<file path="src/rtl/vm_pkg.sv">
// Shared vending-machine definitions: coin codes, coin unit values and the
// change-dispenser state encoding.
package vm_pkg;

  typedef enum logic [1:0] {
    NONE = 2'b00,
    C5   = 2'b10,
    C10  = 2'b11
  } coin_t;

  localparam int UNIT5  = 5;
  localparam int UNIT10 = 10;

  typedef enum logic [2:0] {
    IDLE   = 3'd0,
    SELECT = 3'd1,
    FIRE   = 3'd2,
    WAIT   = 3'd3,
    DONE   = 3'd4,
    JAM    = 3'd5
  } state_t;

  // Number of 5-unit steps a given coin pays off.
  function automatic logic [2:0] coin_steps(coin_t c);
    case (c)
      C10:     return 3'(UNIT10 / UNIT5);
      C5:      return 3'(UNIT5 / UNIT5);
      default: return 3'd0;
    endcase
  endfunction

endpackage

</file>
<file path="src/rtl/change_dispenser_if.sv">
// Request/strobe/status bundle between the vending controller and the change
// dispenser; clk and rst stay outside as plain ports.
interface change_dispenser_if #(parameter int CNT_W = 6);
  logic             req;
  logic [2:0]       amount;
  logic             refill5;
  logic             refill10;
  logic             coin_drop;
  logic             fire5;
  logic             fire10;
  logic             busy;
  logic             done;
  logic             short;
  logic             jam;
  logic [CNT_W-1:0] cnt5;
  logic [CNT_W-1:0] cnt10;
  logic [2:0]       owed;

  modport master (
    output req, amount, refill5, refill10, coin_drop,
    input  fire5, fire10, busy, done, short, jam, cnt5, cnt10, owed
  );

  modport slave (
    input  req, amount, refill5, refill10, coin_drop,
    output fire5, fire10, busy, done, short, jam, cnt5, cnt10, owed
  );
endinterface

</file>
<file path="src/rtl/hopper_counter.sv">
// Saturating up/down coin inventory for one hopper; a simultaneous load and
// eject cancel out.
module hopper_counter #(
  parameter int W = 6
) (
  input  logic         clk,
  input  logic         rst,
  input  logic         inc,
  input  logic         dec,
  output logic [W-1:0] count
);

  localparam logic [W-1:0] MAX = '1;
  localparam logic [W-1:0] ONE = W'(1);

  // NOTE: registers use non-blocking assignments so every flop samples pre-edge values.
  always_ff @(posedge clk or negedge rst) begin
    if (!rst) begin
      count <= '0;
    end else if (inc && !dec) begin
      if (count != MAX) count <= count + ONE;
    end else if (dec && !inc) begin
      if (count != '0) count <= count - ONE;
    end
  end

endmodule

</file>
<file path="src/rtl/change_dispenser.sv">
// Change dispenser: pays an owed amount greedily from a 10-unit and a 5-unit
// hopper, confirming each coin with a drop sensor and latching a jam on timeout.
module change_dispenser
  import vm_pkg::*;
#(
  parameter int CNT_W   = 6,
  parameter int TIMEOUT = 15
) (
  input logic               clk,
  input logic               rst,
  change_dispenser_if.slave bus
);

  localparam int TMR_W = (TIMEOUT > 1) ? $clog2(TIMEOUT) : 1;
  // The strobe cycle counts as the first elapsed cycle, so WAIT gives up
  // after TIMEOUT-1 cycles and jam shows exactly TIMEOUT cycles after fire.
  localparam logic [TMR_W-1:0] JAM_AT  = TMR_W'((TIMEOUT > 1) ? TIMEOUT - 2 : 0);
  localparam logic [TMR_W-1:0] TMR_ONE = TMR_W'(1);

  state_t           state, state_nxt;
  coin_t            coin, coin_nxt;
  logic [2:0]       owed, owed_nxt;
  logic [TMR_W-1:0] tmr, tmr_nxt;
  logic             dec5, dec10;
  logic [CNT_W-1:0] cnt5, cnt10;

  always_ff @(posedge clk or negedge rst) begin
    if (!rst) begin
      state <= IDLE;
      coin  <= NONE;
      owed  <= '0;
      tmr   <= '0;
    end else begin
      state <= state_nxt;
      coin  <= coin_nxt;
      owed  <= owed_nxt;
      tmr   <= tmr_nxt;
    end
  end

  always_comb begin
    // NOTE: every signal gets a default first so no branch can infer a latch.
    state_nxt = state;
    coin_nxt  = coin;
    owed_nxt  = owed;
    tmr_nxt   = tmr;
    dec5      = 1'b0;
    dec10     = 1'b0;
    case (state)
      IDLE: begin
        if (bus.req) begin
          owed_nxt  = bus.amount;
          state_nxt = SELECT;
        end
      end
      SELECT: begin
        if (owed >= 3'd2 && cnt10 != '0) begin
          coin_nxt  = C10;
          state_nxt = FIRE;
        end else if (owed >= 3'd1 && cnt5 != '0) begin
          coin_nxt  = C5;
          state_nxt = FIRE;
        end else begin
          coin_nxt  = NONE;
          state_nxt = DONE;
        end
      end
      FIRE: begin
        tmr_nxt   = '0;
        state_nxt = WAIT;
      end
      WAIT: begin
        if (bus.coin_drop) begin
          owed_nxt  = owed - coin_steps(coin);
          dec5      = (coin == C5);
          dec10     = (coin == C10);
          state_nxt = SELECT;
        end else if (tmr == JAM_AT) begin
          state_nxt = JAM;
        end else begin
          tmr_nxt = tmr + TMR_ONE;
        end
      end
      DONE:    state_nxt = IDLE;
      JAM:     state_nxt = JAM;
      default: state_nxt = IDLE;
    endcase
  end

  hopper_counter #(.W(CNT_W)) u_hopper5 (
    .clk   (clk),
    .rst   (rst),
    .inc   (bus.refill5),
    .dec   (dec5),
    .count (cnt5)
  );

  hopper_counter #(.W(CNT_W)) u_hopper10 (
    .clk   (clk),
    .rst   (rst),
    .inc   (bus.refill10),
    .dec   (dec10),
    .count (cnt10)
  );

  // Strobes and status decode straight from registered state, so reset kills them at once.
  assign bus.fire5  = (state == FIRE) && (coin == C5);
  assign bus.fire10 = (state == FIRE) && (coin == C10);
  assign bus.busy   = (state != IDLE);
  assign bus.done   = (state == DONE);
  assign bus.short  = (state == DONE) && (owed != 3'd0);
  assign bus.jam    = (state == JAM);
  assign bus.owed   = owed;
  assign bus.cnt5   = cnt5;
  assign bus.cnt10  = cnt10;

endmodule

</file>
<file path="src/flat_wrapper.sv">
// flat-port wrapper written by rule: the top's interface ports become plain ports
module change_dispenser_flat import vm_pkg::*;
#(
  parameter int CNT_W   = 6,
  parameter int TIMEOUT = 15
)
  (clk, rst, bus_req, bus_amount, bus_refill5, bus_refill10, bus_coin_drop, bus_fire5, bus_fire10, bus_busy, bus_done, bus_short, bus_jam, bus_cnt5, bus_cnt10, bus_owed);
  change_dispenser_if #(.CNT_W(CNT_W)) bus_i ();
  input logic clk;
  input logic rst;
  input wire logic [$bits(bus_i.req)-1:0] bus_req;
  input wire logic [$bits(bus_i.amount)-1:0] bus_amount;
  input wire logic [$bits(bus_i.refill5)-1:0] bus_refill5;
  input wire logic [$bits(bus_i.refill10)-1:0] bus_refill10;
  input wire logic [$bits(bus_i.coin_drop)-1:0] bus_coin_drop;
  output wire logic [$bits(bus_i.fire5)-1:0] bus_fire5;
  output wire logic [$bits(bus_i.fire10)-1:0] bus_fire10;
  output wire logic [$bits(bus_i.busy)-1:0] bus_busy;
  output wire logic [$bits(bus_i.done)-1:0] bus_done;
  output wire logic [$bits(bus_i.short)-1:0] bus_short;
  output wire logic [$bits(bus_i.jam)-1:0] bus_jam;
  output wire logic [$bits(bus_i.cnt5)-1:0] bus_cnt5;
  output wire logic [$bits(bus_i.cnt10)-1:0] bus_cnt10;
  output wire logic [$bits(bus_i.owed)-1:0] bus_owed;
  assign bus_i.req = bus_req;
  assign bus_i.amount = bus_amount;
  assign bus_i.refill5 = bus_refill5;
  assign bus_i.refill10 = bus_refill10;
  assign bus_i.coin_drop = bus_coin_drop;
  assign bus_fire5 = bus_i.fire5;
  assign bus_fire10 = bus_i.fire10;
  assign bus_busy = bus_i.busy;
  assign bus_done = bus_i.done;
  assign bus_short = bus_i.short;
  assign bus_jam = bus_i.jam;
  assign bus_cnt5 = bus_i.cnt5;
  assign bus_cnt10 = bus_i.cnt10;
  assign bus_owed = bus_i.owed;
  change_dispenser #(.CNT_W(CNT_W), .TIMEOUT(TIMEOUT)) u_core (.clk(clk), .rst(rst), .bus(bus_i));
endmodule
</file>
<file path="config.mk">
export PLATFORM = sky130hd
export DESIGN_NAME = change_dispenser_flat
export DESIGN_NICKNAME = d
export VERILOG_FILES = /design/src/rtl/vm_pkg.sv /design/src/rtl/change_dispenser_if.sv /design/src/rtl/hopper_counter.sv /design/src/rtl/change_dispenser.sv /design/src/flat_wrapper.sv
export SDC_FILE = /design/constraint.sdc
export NUM_CORES = 1
export LEC_CHECK = 0
export ABC_AREA = 0
export BUFFER_PORTS_ARGS = -buffer_cell sky130_fd_sc_hd__clkbuf_2
export CAP_MARGIN = 25
export CORE_ASPECT_RATIO = 1.5
export CORE_UTILIZATION = 25
export DETAILED_ROUTE_END_ITERATION = 7
export PLACE_DENSITY = 0.42
export SLEW_MARGIN = 0
export SYNTH_ARGS = -nofsm -noshare
export SYNTH_HDL_FRONTEND = slang
export SYNTH_HIERARCHICAL = 1
export SYNTH_SLANG_ARGS = --single-unit
export TNS_END_PERCENT = 10
</file>
<file path="constraint.sdc">
create_clock -name clk -period 3.5 [get_ports clk]
set_input_delay 0.35 -clock clk [delete_from_list [all_inputs] [get_ports clk]]
set_output_delay 0.35 -clock clk [all_outputs]
set_load 0.01 [all_outputs]
</file>
==> results.md, run 1 <==
- The y dimension of the die is 107.1 µm.
- The kind of end point of the critical path is a flip-flop.
- Entering global routing, the biggest net connects 25 pins.
- The pre-antenna-repair detailed-routing pass consisted of 4 iterations.
- The insertion delay to the later sink of the worst-skew pair is 0.27 ns.
- The buffer depth of the longest clock path is 2.
- The post-route netlist has 25.59% of its cells at a drive strength greater than 1.
- Input and output buffers added on the ports amount to 29.
- The setup total negative slack is 0 ns.
- The first routing iteration left 48 violations.
- The cts-stage hold buffer count is 0.
- In this run, synthesis produced a sequential element count of 24.
- After detailed routing, the number of vias per cell comes to 4.733.
- Global routing used 11.82% of the available tracks.
- The overall routed net length is 4219 µm.
- Before CTS, the worst setup slack after placement is 0.6453 ns.
- The clock network burns 8.3% of the power.
- For this design the ratio of total power to cell area is 932.7 nW/µm².
- The total number of placement rows is 38.
- The post-route minimum period is 2.856 ns.
- Across the VDD grid, the largest voltage drop is 0.0002279 V.
- The average routed wire per standard cell is 13.57 µm.
- The H-tree depth is 1.
- TritonCTS built the clock tree.
- The total overflow left after global routing is 0.
- The layout-stage area growth over the synthesis result is 16.44%.
- The number of global-route vias before repair was 1436.
- Yosys printed 6 warnings.
- After clock tree synthesis, the repair step resized 0 gates.
- The number of setup buffers added after CTS is 0.
- For flop-to-flop paths, the worst setup slack is 0.64 ns.
- Cell internal power was estimated by the tool at 1.054 mW.
- The number of antenna diodes in the final layout is 0.
- The relative contribution of sequential cells to total power is 31.3%.
- The HPWL reported at the end of detailed placement is 3249 µm.
- The instance count after placement with tap cells included is 308.
- The area share of the largest cell type after synthesis is 32.61%.
- The transition time of the tightest slew-check pin is 0.6418 ns.
- The total CTS buffers is 3.
- The leakage power is 0.9328 nW.
- After detailed placement, the total cell area comes to 2103 µm².
- In this run the critical register-to-register path is captured at u_core/u_hopper10/count[5].
- The switching share of power is 47.30%.
- The final worst clock skew is 0.007157 ns.
- Across all layers, the routed design uses 1472 vias.
- The combined area of all synthesized cells is 1842 µm².
- The count of nets left with antenna violations after detail routing is 0.
- The number of instances in the synthesized netlist is 181.
- Once routing completed, OpenROAD measured the worst setup slack at 0.6435 ns.
- Yosys attributes the largest share of cell area to sky130_fd_sc_hd__dfrtp_1 (33%), sky130_fd_sc_hd__ha_1 (8.8%), sky130_fd_sc_hd__mux2i_1 (3.8%).
- Headroom to the max-slew limit came out at 57.21%.
- In this run the clock root is driven by a sky130_fd_sc_hd__clkbuf_8.
- The switching power is 0.9461 mW.
- Among all flip-flop cells after synthesis, the most frequent one is sky130_fd_sc_hd__dfrtp_1.
- In this run the critical register-to-register path is launched from u_core/state[2].
- The number of pins with negative max-slew slack in the final report is 0.
- The number of setup violations in the final report is 0.
- The final design instance area without fill is 2145 µm².
- The tool flagged a number of max-cap violations equal to 0.
- The critical setup path kind is reg2reg.
- The total area inside the core boundary comes to 7179 µm².
- The required time of the critical path is 3.65 ns.
- Leaving out fill and tap cells, the most frequent cell in the layout is sky130_fd_sc_hd__clkbuf_2.
- The effective utilization at floorplan is 25.65%.
- Derived from the worst setup path, the maximum achievable clock frequency is 0.3501 GHz.
- The type of the most critical hold path is in2async.
- The worst register-to-register path has a depth of 11.
- After detailed routing, the number of remaining DRC violations is 0.
- The nature of the critical path startpoint is a flip-flop.
- The count of different cell masters after synthesis is 48.
- In the layout the commonest cells are sky130_fd_sc_hd__clkbuf_2 (29), sky130_fd_sc_hd__dfrtp_1 (24), sky130_fd_sc_hd__nand2_1 (15).
- The part of the cycle the worst path needs is 81.61%.
- The sequential fraction of the synthesis area is 32.61%.
- For the worst setup path, the data arrival time is 3.01 ns.
- The final hold violation count is 0.
- The flow ran to the end, and the final reports show no timing, DRC or antenna violations.
- The net count of the finished layout is 238.
- The floorplan step set the die width to 72.08 µm.
- A synthesized cell averages 10.18 µm².
- Summed over all instances, the cell type with the most area after synthesis is sky130_fd_sc_hd__dfrtp_1.
- Along the worst path, the maximum fanout reaches 7.
- Leaving out filler cells and counting taps, the final layout contains 311.
- Synthesis produced a netlist with a net count of 206.
- The number of sinks on the clock net is 24.
- The first global-routing pass estimated 7155 µm of wire.
- The number of antenna violations at the first check in global routing is 0.
- Combinational logic burns 60.4% of the power.
- The routability-driven placement congestion ratio is 0.7119.
- After synthesis, the share of flip-flops with an asynchronous set or reset is 100.0%.
- The CTS clock-pin slew for the worst setup and hold paths is 0.09 ns.
- The number of I/O pins is 30.
- Setup repair after global routing left no endpoint under its margin.
- The die covers 7721 µm².
- Yosys mapped a number of flops with a built-in enable equal to 0.
final cells by class:
type	count	area, µm²
clock buffers	3	41.29
fillers	769	5035
inverters	12	45.04
multi-input cells	140	1165
flip-flops and latches	24	600.6
well taps	100	125.1
repair buffers	32	167.7
per-layer routing:
metal | track usage [%] | vias up | wire, µm
met5 | 0 | - | 0
met1 | 14.05 | 708 | 1762
li1 | - | 736 | -
met3 | 1.504 | 2 | 103
met2 | 21.09 | 26 | 2302
met4 | 4.622 | 0 | 51
worst max path at each step:
stage / start / to / slack (ns) / cells after the start
2_1_floorplan: u_core/state[2] / u_core/u_hopper5/count[5] / 0.81 / 12
3_3_place_gp: u_core/state[2] / u_core/u_hopper10/count[5] / 0.68 / 11
3_5_place_dp: u_core/state[2] / u_core/u_hopper10/count[5] / 0.65 / 11
4_1_cts: u_core/state[2] / u_core/u_hopper10/count[5] / 0.63 / 11
5_1_grt: u_core/state[2] / u_core/u_hopper10/count[5] / 0.50 / 11
6_report: u_core/state[2] / u_core/u_hopper10/count[5] / 0.64 / 11
cells by family (layout without fill, tap and decap cells):
logic type / after synthesis / in the layout / synth area share, %
and+or+nand+nor: 58 / 58 / 18.61
AOI/OAI and AO/OA: 47 / 47 / 22.76
DFF: 24 / 24 / 32.61
buffers and inverters: 17 / 47 / 4.144
adders and majority gates: 16 / 16 / 12.09
xor gates and xnor gates: 10 / 10 / 4.755
muxes: 9 / 9 / 5.027
critical path, cell delays in order (launching register included):
cell	delay [ns]
sky130_fd_sc_hd__dfrtp_1	0.37
sky130_fd_sc_hd__and3b_2	0.34
sky130_fd_sc_hd__and3_1	0.22
sky130_fd_sc_hd__inv_1	0.05
sky130_fd_sc_hd__ha_1	0.23
sky130_fd_sc_hd__inv_1	0.25
sky130_fd_sc_hd__ha_1	0.29
sky130_fd_sc_hd__a21o_1	0.17
sky130_fd_sc_hd__a21o_1	0.22
sky130_fd_sc_hd__a2111oi_4	0.37
sky130_fd_sc_hd__nor4_2	0.10
sky130_fd_sc_hd__xor2_1	0.15
through the flow:
step | utilization (%) | hold slack [ns] | total power, mW
4_1_cts | 29.87 | 0.1308 | 2.036
3_3_place_gp | 29.30 | 0.4153 | 1.858
3_5_place_dp | 29.30 | 0.4272 | 1.862
5_1_grt | 29.87 | 0.1472 | 2.218
2_1_floorplan | - | 0.05441 | 1.532
6_report | 29.87 | 0.09530 | 2.000
flip-flops by register name, indices dropped and copies added (netlist names):
| name | count |
|---|---|
| u_core/u_hopper5/count | 6 |
| u_core/u_hopper10/count | 6 |
| u_core/tmr | 4 |
| u_core/bus.owed | 3 |
| u_core/coin | 2 |
| u_core/state | 3 |
Yosys cell counts (3+ instances only):
cell type and number:
sky130_fd_sc_hd__ha_1 13, sky130_fd_sc_hd__buf_2 4, sky130_fd_sc_hd__nand2_1 15, sky130_fd_sc_hd__nor4_1 5
sky130_fd_sc_hd__o31ai_1 3, sky130_fd_sc_hd__nor3b_1 4, sky130_fd_sc_hd__inv_1 12, sky130_fd_sc_hd__dfrtp_1 24
sky130_fd_sc_hd__o21ai_0 7, sky130_fd_sc_hd__o21ai_1 4, sky130_fd_sc_hd__a21oi_1 8, sky130_fd_sc_hd__xnor2_1 6
sky130_fd_sc_hd__a21o_1 7, sky130_fd_sc_hd__nor3_1 8, sky130_fd_sc_hd__nand4_1 3, sky130_fd_sc_hd__fa_1 3
sky130_fd_sc_hd__xor2_1 4, sky130_fd_sc_hd__nor2_1 3, sky130_fd_sc_hd__nand3_1 3, sky130_fd_sc_hd__mux2i_1 7
power groups by stage:
stage          Clock [mW]  Combinational, mW  Sequential, mW
5_1_grt             0.188               1.36           0.665
2_1_floorplan           0              0.901           0.631
3_5_place_dp            0               1.22           0.638
4_1_cts             0.178               1.23           0.632
6_report            0.166               1.21           0.625
3_3_place_gp            0               1.22           0.637
Note: power is estimated with default switching activity, not from simulation.
==> run 2, diff against run 1 <==
- clock period: 3.5 -> 2.8 ns (I/O delays scaled with it)
==> run 2 against run 1 <==
Sequential cell count unchanged. Clock skew shrank 0.0032 ns. Sequential share of layout area shrank 0.39 points. Fmax up 11%. Sequential power up 25%.
==> results.md, run 2 (same netlist as run 1, synthesis figures left out) <==
- The flow ran to the end, and the final reports show no timing, DRC or antenna violations.
- The number of global-route vias before repair came to 1501 (+4.5%).
- The quantity of I/O buffers inserted on ports is 29 (unchanged).
- The library cell used most frequently in the layout, excluding fill and tap cells, is sky130_fd_sc_hd__clkbuf_2.
- The nature of the critical path startpoint is a flip-flop.
- The switching power is 1.176 mW (+24%).
- The data arrival time at the worst-slack endpoint is 2.73 ns (-0.28 ns).
- The CTS clock-pin slew for the worst setup and hold paths is 0.09 ns (about the same).
- The cell with the largest stage delay on the worst path is sky130_fd_sc_hd__dfrtp_1.
- The cts-stage hold buffer count was 0 (unchanged).
- The number of setup violations in the final report came to 0 (unchanged).
- The setup total negative slack is 0 ns (unchanged).
- The total number of placement rows was 38 (unchanged).
- The DRC violation count after routing came to 0 (unchanged).
- The antenna diode count is 0 (unchanged).
- The final global-route overflow total was 0 (unchanged).
- The part of the cycle the worst path needs is 92.28% (+11 points).
- The buffer depth of the longest clock path came to 2 (unchanged).
- The kind of end point of the critical path is a flip-flop.
- Broken down by cell family, the worst path's largest delay share belongs to compound AO/OA/AOI/OAI gates.
- The placement-stage worst setup slack is 0.1026 ns (-0.5427 ns).
- The clock group share of total power is 8.3% (about the same).
- The type of the most critical hold path is in2async.
- The largest incremental delay on the critical path is 0.39 ns (+0.02 ns).
- The leakage power is 0.9515 nW (+2.0%).
- The final total power was 2.517 mW (+26%).
- In this run the clock root is driven by a sky130_fd_sc_hd__clkbuf_8.
- The HPWL reported at the end of detailed placement is 3313 µm (+2.0%).
- The maximum fanout along the worst path is 7 (unchanged).
- The count of nets left with antenna violations after detail routing came to 0 (unchanged).
- The area of the core region is 7179 µm² (unchanged).
- The max-slew headroom at the worst pin is 58.05% (+0.83 points).
- Setup repair after global routing left no endpoint under its margin.
- The number of sinks on the clock net is 24 (unchanged).
- The horizontal extent of the die is 72.08 µm (unchanged).
- The overall die area is 7721 µm² (unchanged).
- The all-layer global routing usage is 11.82% (about the same).
- The relative contribution of sequential cells to total power is 30.9% (-0.4 points).
- The effective utilization at floorplan is 25.65% (unchanged).
- The largest net degree at the start of global routing is 25 (unchanged).
- The critical setup path kind is reg2reg.
- The routability-driven placement congestion ratio is 0.7438 (+4.5%).
- The peak supply drop came to 0.0002469 V (+8.3%).
- Traced cell by cell, the critical path runs through and3b_2 > and3_1 > inv_1 > ha_1 > inv_2 > ha_1 > a21o_1 > a21o_1 > a2111oi_4 > nor4_2 > xor2_1.
- The overall routed net length came to 4161 µm (-1.4%).
- The via count came to 1457 (-1.0%).
- The wire length of the first global-routing pass is 7100 µm (-0.77%).
- The slack of the worst reg-to-reg path is 0.22 ns (-0.43 ns).
- The number of antenna violations at the first check in global routing was 0 (unchanged).
- The final hold violation count is 0 (unchanged).
- The switching share of power is 46.70% (-0.60 points).
- The post-placement cell area is 2133 µm² (+1.4%).
- The number of design-rule violations left by the first detailed-router iteration is 72 (+50%).
- The peak clock frequency supported by timing is 0.3870 GHz (+11%).
- The transition time of the tightest slew-check pin is 0.6293 ns (-0.01252 ns).
- The cell-internal power came to 1.342 mW (+27%).
- The insertion delay to the later sink of the worst-skew pair is 0.27 ns (about the same).
- The layout cell share with drive strength beyond 1 is 27.44% (+1.8 points).
- In the layout the commonest cells are sky130_fd_sc_hd__clkbuf_2 (29), sky130_fd_sc_hd__dfrtp_1 (24), sky130_fd_sc_hd__nand2_1 (15).
- The number of pins with negative max-slew slack in the final report is 0 (unchanged).
- The instance count after placement with tap cells included was 312 (+1.3%).
- The H-tree depth is 1 (unchanged).
- The average routed wire per standard cell came to 13.21 µm (-2.6%).
- The cell area power density is 1158 nW/µm² (+24%).
- The layout net count came to 242 (+1.7%).
- The final design instance area without fill is 2175 µm² (+1.4%).
- The filler-free cell count of the finished design is 315 (+1.3%).
- The required time of the critical path is 2.95 ns (-0.70 ns).
- The combinational power share came to 60.8% (+0.4 points).
- The number of detailed-route iterations in the first pass is 4 (unchanged).
- In the final layout, the registers with the most flip-flops are u_core/u_hopper10/count x6, u_core/u_hopper5/count x6, u_core/tmr x4.
- The layout-stage area growth over the synthesis result is 18.07%.
- The post-layout worst setup margin was 0.2163 ns (-0.4273 ns).
- The number of I/O pins came to 30 (unchanged).
- The y dimension of the die came to 107.1 µm (unchanged).
- The post-route minimum period is 2.584 ns (-0.2727 ns).
- The number of buffer and inverter instances along the worst setup path was 2 (unchanged).
- The final worst clock skew is 0.003975 ns (-0.003182 ns).
- The total CTS buffers came to 3 (unchanged).
- The number of max-capacitance violations reported is 0 (unchanged).
- The CTS tree is done.
- The routed via count divided by cell count came to 4.625 (-2.3%).
-- run 2: changes by cell type in the layout (fill, tap and decap cells not counted), sizes merged --
cell | before | now
buf | 3 | 7
-- run 2: layout make-up --
class,instances,area [µm²]
inverter,12,45.04
timing repair buffer,36,197.7
fill,767,5005
clock buffer,3,41.29
multi-input combinational,140,1165
tap,100,125.1
sequential,24,600.6
-- run 2: path summary, 6_finish.rpt --
kind                                      start                          to  cells after the start
min in group clk                  bus_amount[0]          u_core/bus.owed[0]                      3
worst min-delay path                        rst          u_core/bus.owed[1]                      1
worst max register to register  u_core/state[2]  u_core/u_hopper10/count[5]                     11
max in group asynchronous                   rst   u_core/u_hopper5/count[3]                      1
worst min register to register   u_core/coin[1]              u_core/coin[1]                      2
worst max-delay path            u_core/state[2]  u_core/u_hopper10/count[5]                     11
-- run 2: routing by layer --
metal / share of wire, % / up-vias / GRT usage [%]
li1: - / 735 / -
met1: 43 / 690 / 14.17
met2: 53 / 27 / 21.43
met3: 2.6 / 5 / 1.128
met4: 1.4 / 0 / 4.202
met5: 0 / - / 0
-- run 2: power by group through the flow --
stage / Clock, mW / Combinational, mW / Sequential [mW]
2_1_floorplan: 0 / 1.13 / 0.789
3_3_place_gp: 0 / 1.57 / 0.799
3_5_place_dp: 0 / 1.56 / 0.798
4_1_cts: 0.219 / 1.56 / 0.790
5_1_grt: 0.235 / 1.72 / 0.823
6_report: 0.208 / 1.53 / 0.779
-- run 2: repair_timing --
item,CTS,global route
resized for setup,0,1
setup endpoints to repair,0,1
setup buffers,0,0
-- run 2: stage by stage --
step / utilization [%] / hold slack, ns
2_1_floorplan: - / -0.01559
3_3_place_gp: 29.71 / 0.3470
3_5_place_dp: 29.71 / 0.3390
4_1_cts: 30.29 / 0.04118
5_1_grt: 30.29 / 0.05912
6_report: 30.29 / 0.01374
==> run 3, diff against run 2 <==
--- a/config.mk
+++ b/config.mk
@@ -7,3 +7,2 @@
 export LEC_CHECK = 0
-export ABC_AREA = 0
 export BUFFER_PORTS_ARGS = -buffer_cell sky130_fd_sc_hd__clkbuf_2
@@ -13,3 +12,3 @@
 export DETAILED_ROUTE_END_ITERATION = 7
-export PLACE_DENSITY = 0.42
+export PLACE_DENSITY_LB_ADDON = 0.2
 export SLEW_MARGIN = 0
--- a/constraint.sdc
+++ b/constraint.sdc
@@ -3,2 +3,2 @@
 set_output_delay 0.28 -clock clk [all_outputs]
-set_load 0.01 [all_outputs]
+set_load 0.005 [all_outputs]
==> run 3 against run 2 <==
Utilization increased by 0.42 points. Routed wire length decreased by 0.12%. Worst setup slack improved by 0.0034 ns. First-iteration DRC count decreased by 54%. Fmax increased by 0.13%. Die area unchanged. Largest power group unchanged.
==> results.md, run 3 (same netlist as run 1, synthesis figures left out) <==
- The number of sinks on the clock net was 24 (unchanged).
- The largest incremental delay on the critical path is 0.38 ns (about the same).
- The largest net degree at the start of global routing is 25 (unchanged).
- The wire length of the first global-routing pass is 7251 µm (+2.1%).
- The post-cts sizing count came to 0 (unchanged).
- The layout net count is 242 (unchanged).
- The leakage power was 0.9657 nW (+1.5%).
- The final global-route overflow total was 0 (unchanged).
- The setup total negative slack is 0 ns (unchanged).
- The horizontal extent of the die was 72.08 µm (unchanged).
- The layout cell share with drive strength beyond 1 is 27.78% (+0.34 points).
- The number of max-capacitance violations reported came to 0 (unchanged).
- The via count is 1479 (+1.5%).
- The overall routed net length is 4156 µm (-0.12%).
- The total number of placement rows was 38 (unchanged).
- The number of design-rule violations left by the first detailed-router iteration came to 33 (-54%).
- In the layout the commonest cells are sky130_fd_sc_hd__clkbuf_2 (29), sky130_fd_sc_hd__dfrtp_1 (24), sky130_fd_sc_hd__nand2_1 (15).
- Compared with the post-synthesis result, the final layout area differs by 19.70%.
- The count of nets left with antenna violations after detail routing came to 0 (unchanged).
- The average routed wire per standard cell came to 13.15 µm (-0.44%).
- Setup repair after global routing left no endpoint under its margin.
- The HPWL reported at the end of detailed placement is 3255 µm (-1.7%).
- The quantity of I/O buffers inserted on ports is 29 (unchanged).
- The CTS clock-pin slew for the worst setup and hold paths is 0.09 ns (about the same).
- The antenna diode count came to 0 (unchanged).
- For this design, the slowest cell found on the critical path is sky130_fd_sc_hd__dfrtp_1.
- The area of the core region is 7179 µm² (unchanged).
- The largest registers in the layout are u_core/u_hopper10/count x6, u_core/u_hopper5/count x6, u_core/tmr x4.
- The critical path goes through and3b_2 > and3_1 > inv_1 > ha_1 > inv_1 > buf_4 > ha_1 > a21o_1 > a2111oi_4 > nor4_2 > xor2_1.
- The part of the cycle the worst path needs is 92.15% (-0.12 points).
- Leaving out fill and tap cells, the most frequent cell in the layout is sky130_fd_sc_hd__clkbuf_2.
- The cell area power density is 1171 nW/µm² (+1.2%).
- The switching power is 1.148 mW (-2.4%).
- The DRC violation count after routing is 0 (unchanged).
- The max-slew headroom at the worst pin is 57.94% (-0.11 points).
- The required time of the critical path is 2.95 ns (about the same).
- The clock group share of total power is 12.0% (+3.7 points).
- The end-of-flow core utilization is 30.71% (+0.42 points).
- The y dimension of the die is 107.1 µm (unchanged).
- The worst setup path is of the reg2reg kind.
- The number of pins with negative max-slew slack in the final report came to 0 (unchanged).
- The effective utilization at floorplan is 25.65% (unchanged).
- The maximum fanout along the worst path is 5 (-2).
- The switching share of power was 44.45% (-2.3 points).
- The type of the most critical hold path is in2async.
- The final hold violation count is 0 (unchanged).
- The cts-stage hold buffer count is 0 (unchanged).
- The final worst clock skew came to 0.001838 ns (-0.002137 ns).
- The transition time of the tightest slew-check pin is 0.6310 ns (+0.001692 ns).
- The kind of end point of the critical path is a flip-flop.
- CTS placed an instance of sky130_fd_sc_hd__clkbuf_8 at the clock tree root.
- The all-layer global routing usage is 11.97% (+0.15 points).
- The buffer depth of the longest clock path is 2 (unchanged).
- The number of setup violations in the final report was 0 (unchanged).
- The nature of the critical path startpoint is a flip-flop.
- The insertion delay to the later sink of the worst-skew pair is 0.27 ns (about the same).
- The cell-internal power came to 1.434 mW (+6.9%).
- The number of antenna violations at the first check in global routing came to 0 (unchanged).
- The number of I/O pins is 30 (unchanged).
- The peak supply drop is 0.0002603 V (+5.4%).
- The total CTS buffers is 3 (unchanged).
- The relative contribution of sequential cells to total power was 30.4% (-0.5 points).
- The overall die area came to 7721 µm² (unchanged).
- The H-tree depth is 1 (unchanged).
- The fill cell instance count of the final layout is 772 (+0.65%).
- The routed via count divided by cell count is 4.680 (+1.2%).
- The number of detailed-route iterations in the first pass is 4 (unchanged).
- The number of global-route vias before repair came to 1512 (+0.73%).
- The number of buffers inserted to repair setup after CTS is 0 (unchanged).
- The routability-driven placement congestion ratio is 0.7455 (+0.23%).
- The combinational power share was 57.6% (-3.2 points).
- The post-route minimum period was 2.580 ns (-0.003402 ns).
- The peak clock frequency supported by timing is 0.3875 GHz (+0.13%).
- The run finished with clean final reports.
- The data arrival time at the worst-slack endpoint is 2.73 ns (about the same).
- The CTS tree is done.
run 3: cell types whose count changed in the layout (fill, tap and decap cells not counted):
cell / delta
sky130_fd_sc_hd__bufinv_16: +1
run 3: worst max-delay path: cells and delay by family (launching register included):
kind	cells	cell delay, ns
compound gates	2	0.58
flops	1	0.38
simple gates	3	0.49
buf+inv	3	0.33
xor+xnor	1	0.15
fa+ha+maj	2	0.55
run 3: layer usage:
| metal | up-vias | wire (µm) | track usage, % |
|---|---|---|---|
| met2 | 21 | 2146 | 20.49 |
| met3 | 4 | 64 | 0.9398 |
| li1 | 744 | - | - |
| met1 | 710 | 1864 | 15.21 |
| met4 | 0 | 80 | 5.042 |
| met5 | - | 0 | 0 |
run 3: layout make-up:
type | count | area, µm² | share of cell area, %
multi-input combinational | 140 | 1165 | 52.84
sequential | 24 | 600.6 | 27.24
timing repair buffer | 36 | 197.7 | 8.967
tap | 100 | 125.1 | 5.675
inverter | 12 | 45.04 | 2.043
clock buffer | 3 | 41.29 | 1.873
clock inverter | 1 | 30.03 | 1.362
run 3: path summary, 6_finish.rpt:
check / from / slack, ns / depth (start not counted) / end
max in group asynchronous: rst / 2.38 / 1 / u_core/tmr[3]
hold / removal: rst / 0.01 / 1 / u_core/bus.owed[1]
min in group clk: bus_amount[1] / 0.30 / 3 / u_core/bus.owed[1]
setup reg to reg: u_core/state[1] / 0.22 / 11 / u_core/u_hopper5/count[5]
setup / recovery: u_core/state[1] / 0.22 / 11 / u_core/u_hopper5/count[5]
hold reg to reg: u_core/coin[0] / 0.51 / 1 / u_core/coin[0]
run 3: through the flow:
step | setup slack [ns] | cells | area (µm²) | hold WS (ns) | power (mW)
floorplan | 0.1124 | 181 | 1842 | -0.01559 | 1.867
global placement | 0.1249 | 312 | 2133 | 0.3354 | 2.309
detailed placement | 0.1304 | 312 | 2133 | 0.3342 | 2.308
CTS | 0.1106 | 316 | 2205 | 0.03562 | 2.627
global route | 0.01398 | 316 | 2205 | 0.05651 | 2.856
finish | 0.2197 | 316 | 2205 | 0.009927 | 2.581
run 3: power groups by stage:
stage / Combinational (mW) / Clock (mW) / Sequential [mW]
after floorplan: 1.12 / 0 / 0.747
after global placement: 1.51 / 0 / 0.797
after detailed placement: 1.51 / 0 / 0.802
after CTS: 1.51 / 0.320 / 0.793
after global routing: 1.69 / 0.335 / 0.832
final: 1.49 / 0.310 / 0.786
